--- src/rtl/req_capture.sv ---
// req_capture: edge-captured, maskable request pending bits presented to a 4:2 priority encoder under valid/ack.
// Optional macro REQ_CAPTURE_SYNC_EN adds a 2-flop synchroniser on each req_in bit.
`default_nettype none

module req_capture (
  input  logic       clk,
  input  logic       rst,
  input  logic [3:0] req_in,
  input  logic [3:0] mask,
  output logic [3:0] pend_out,
  output logic       irq_valid,
  input  logic       ack,
  input  logic [1:0] ack_idx,
  output logic [3:0] pending,
  output logic [3:0] ovf,
  input  logic       ovf_clr
);

  typedef enum logic [1:0] {
    IDLE = 2'd0,
    REQ  = 2'd1,
    GAP  = 2'd2
  } state_t;

  state_t     state;
  logic [3:0] s;
  logic [3:0] s_d;
  logic [3:0] rise;
  logic [3:0] clr;
  logic [3:0] ovf_set;

`ifdef REQ_CAPTURE_SYNC_EN
  logic [3:0] sync1;
  logic [3:0] sync2;

  always_ff @(posedge clk or posedge rst) begin
    if (rst) begin
      sync1 <= '0;
      sync2 <= '0;
    end else begin
      sync1 <= req_in;
      sync2 <= sync1;
    end
  end

  assign s = sync2;
`else
  assign s = req_in;
`endif

  always_ff @(posedge clk or posedge rst) begin
    if (rst) s_d <= '0;
    else     s_d <= s;
  end

  // A clear only exists for an accepted handshake; a simultaneous rise overrides it.
  always_comb begin
    rise    = s & ~s_d;
    clr     = '0;
    if (state == REQ && ack) clr[ack_idx] = 1'b1;
    ovf_set = rise & pending & ~clr;
  end

  always_ff @(posedge clk or posedge rst) begin
    if (rst) begin
      pending <= '0;
      ovf     <= '0;
    end else begin
      pending <= (pending & ~clr) | rise;
      ovf     <= ovf_clr ? ovf_set : (ovf | ovf_set);
    end
  end

  always_ff @(posedge clk or posedge rst) begin
    if (rst) begin
      state     <= IDLE;
      pend_out  <= '0;
      irq_valid <= 1'b0;
    end else begin
      case (state)
        IDLE: begin
          if ((pending & mask) != 4'b0000) begin
            pend_out  <= pending & mask;
            irq_valid <= 1'b1;
            state     <= REQ;
          end
        end
        REQ: begin
          if (ack) begin
            pend_out  <= '0;
            irq_valid <= 1'b0;
            state     <= GAP;
          end
        end
        GAP: begin
          state <= IDLE;
        end
        default: begin
          pend_out  <= '0;
          irq_valid <= 1'b0;
          state     <= IDLE;
        end
      endcase
    end
  end

endmodule

`default_nettype wire

--- config.mk ---
export PLATFORM = sky130hd
export DESIGN_NAME = req_capture
export DESIGN_NICKNAME = d
export VERILOG_FILES = /design/src/rtl/req_capture.sv
export SDC_FILE = /design/constraint.sdc
export NUM_CORES = 1
export LEC_CHECK = 0
export CAP_MARGIN = 20
export CELL_PAD_IN_SITES_DETAIL_PLACEMENT = 2
export CELL_PAD_IN_SITES_GLOBAL_PLACEMENT = 2
export CORE_ASPECT_RATIO = 1.1
export CORE_MARGIN = 10
export CORE_UTILIZATION = 29
export CTS_CLUSTER_SIZE = 28
export DETAILED_ROUTE_END_ITERATION = 8
export GPL_ROUTABILITY_DRIVEN = 0
export PLACE_DENSITY_LB_ADDON = 0.1
export SETUP_SLACK_MARGIN = 0.2
export SLEW_MARGIN = 20
export SYNTH_ARGS = -nofsm -noshare
export SYNTH_HDL_FRONTEND = slang
export SYNTH_SLANG_ARGS = --single-unit
--- constraint.sdc ---
create_clock -name clk -period 3.2 [get_ports clk]
set_clock_uncertainty 0.15 [all_clocks]
set_input_delay 0.64 -clock clk [delete_from_list [all_inputs] [get_ports clk]]
set_output_delay 0.64 -clock clk [all_outputs]
set_load 0.005 [all_outputs]
==> results.cfg <==
[sta]
relSlewSlack = 0.504
setup_viol_count_final = 0
slew_violations = 0
fin_crit_ps = 2030
rsz0062_at_grt = false
tightest_slew_ps = 743
worst_slack_ps = 1170
finalCritPeriodShare = 0.635
fmax_ghz = 0.492
timing.final.hold_violations = 0
fin_tns_setup_ps = 0

[detailed_routing]
wl_met1_um = 919
wl_per_cell_um = 17.2
viasPerCell = 5.08
wl_met2_um = 1190
totalWireLength_um = 2310
drt_first_pass_iters = 4
dr_total_vias = 681
first_iter_violations = 29
top_layer_used = met4
final_antenna_net_count = 0
drc_errors = 0
met3WireLength_um = 159

[critical_path]
crit_cells = 1
cpMaxStageDelayCell = clkdlybuf4s50_1
worstPathMaxFanout = 4
max_stage_delay_ps = 530
cp_data_required_time_ps = 2410
path_cells = clkdlybuf4s50_1
critPathTopFamily = buffers and inverters
worstSetupStartpointType = flip-flop
cp-end-kind = output port
cp_num_buf_inv = 1
cp.arrival_ps = 1240
worstSetupPathType = flip-flop to output port
reg2reg_depth = 3

[finish]
antenna_cells = 0
final_common_cell = clkdlybuf4s50_1
n_fill_cell = 309
layout-drive-gt1-share = 0.109
areaGrowthSynthToFinish_pct = 38.5
most-common-layout-cells = clkdlybuf4s50_1, dfrtp_1, inv_1
nets = 116

[clock_network]
htreeDepth = 1
clockBufferDepth = 2
numCtsBuffers = 3
post_cts_buffers = 0
hold_buffers = 0
tritoncts = done
clock_latency_ps = 300
clkSinkCount = 19
cts-root-buf = clkbuf_4
clkTransAtPathRegs_ps = 110
cts_resized = 0

[place]
numPortBuffers = 26
dp_slack_ps = 934
dp_hpwl_um = 1860

[synthesis]
synth_fp_nets = 87
ys_ff_latch = 19
synth_cell_types = 25
synth_top_area_cell = dfrtp_1
yosysSeqAreaShare = 0.581
synthTopCellsByArea = dfrtp_1, a211o_2, inv_1
synth_top_area_share = 0.581
yosys_warnings = 0
syn-mean-instance-area_um2 = 11.2
postSynthCellCount = 73
synth_area_um2 = 818

[pwr]
powerDensity_nw_per_um2 = 596
p_sw_frac = 0.303
p_sw_uw = 204
vdd_drop_max_mv = 0.248
clkPwrFrac = 0.180
pwr-share-comb = 0.316
leakagePower_nw = 0.513
power.internal_uw = 471
seqPwrFrac = 0.504

[floorplan]
core_um2 = 2730
num_rows = 20
die_area_um2 = 5350
start_util = 0.300
die_h_um = 75.7
ioPinCount = 27
die_w_um = 70.6

[global_routing]
grt_pass1_vias = 796
antenna_found_initial = 0
grt_util_all_layers = 0.0939
grt_pass1_wl_um = 4010
overflow = 0
grt_start_max_net_pins = 20

[status]
status = complete, no violations

[flow_run]
maxCapViolations = 0

[min_path]
min_path_cells = 2
hold_class = flip-flop to flip-flop
[power by group through the flow]
stage / Sequential (mW) / Clock, mW / Combinational [mW]
final: 0.341 / 0.121 / 0.213
after global routing: 0.352 / 0.140 / 0.238
after CTS: 0.342 / 0.130 / 0.220
after detailed placement: 0.348 / 0 / 0.218
after global placement: 0.344 / 0 / 0.213
after floorplan: 0.325 / 0 / 0.108
[worst paths after layout]
check | startpoint | endpoint | slack, ps
max reg2reg | state[0]$_DFFE_PP0P_ | ovf[1]$_DFF_PP0_ | 1570
min | s_d[3]$_DFF_PP0_ | pending[3]$_DFF_PP0_ | 370
min reg2reg | s_d[3]$_DFF_PP0_ | pending[3]$_DFF_PP0_ | 370
max in group asynchronous | rst | s_d[2]$_DFF_PP0_ | 1820
max | pending[2]$_DFF_PP0_ | pending[2] | 1170
min in group asynchronous | rst | irq_valid$_DFFE_PP0P_ | 610
[through the flow]
step | instance area (um^2) | instances | hold slack, ps | util | total power, mW
CTS | 1130 | 134 | 378 | 0.416 | 0.692
detailed placement | 1110 | 130 | 358 | 0.406 | 0.566
global route | 1130 | 134 | 427 | 0.416 | 0.729
finish | 1130 | 134 | 368 | 0.416 | 0.675
global placement | 1110 | 130 | 349 | 0.406 | 0.556
floorplan | 818 | 73 | 333 | - | 0.433
[state kept, by name, summed over array words and instances, names as in the netlist]
register	count
ovf	4
pend_out	4
pending	4
s_d	4
state	2
irq_valid	1
[cells in the mapped netlist]
cell type	n
o21a_1	1
buf_4	1
dfrtp_1	19
o41ai_1	1
a222oi_1	1
and3_2	2
a211o_2	3
nand2b_1	4
a211oi_1	1
nand4bb_1	1
o211ai_1	1
nor2_1	2
and2_1	1
o21ai_0	4
and3b_1	3
nand3b_1	1
a21bo_2	1
a32o_1	1
a31o_2	2
and3_1	2
a31o_1	1
inv_1	8
nand2_1	7
buf_2	1
o22ai_1	4
[worst min-delay path, cell delays in order, from the launching register on]
cell,delay [ps]
dfrtp_1,330
nand2b_1,110
nand2_1,50
[per-layer routing]
layer / track usage / vias up
li1: - / 318
met1: 0.102 / 343
met2: 0.162 / 16
met3: 0.0339 / 4
met4: 0.0452 / 0
met5: 0 / -
[kinds of logic after synthesis]
logic type      synth area share
compound gates             0.199
simple gates               0.168
buf+inv                   0.0520
flops                      0.581
[cell type report]
class | instances | area (um^2) | area share
sequential | 19 | 475 | 0.419
multi-input combinational | 44 | 300 | 0.265
timing repair buffer | 26 | 260 | 0.230
tap | 33 | 41.3 | 0.0364
inverter | 8 | 30.0 | 0.0265
clock buffer | 4 | 26.3 | 0.0232
Note: power is estimated with default switching activity, not from simulation.
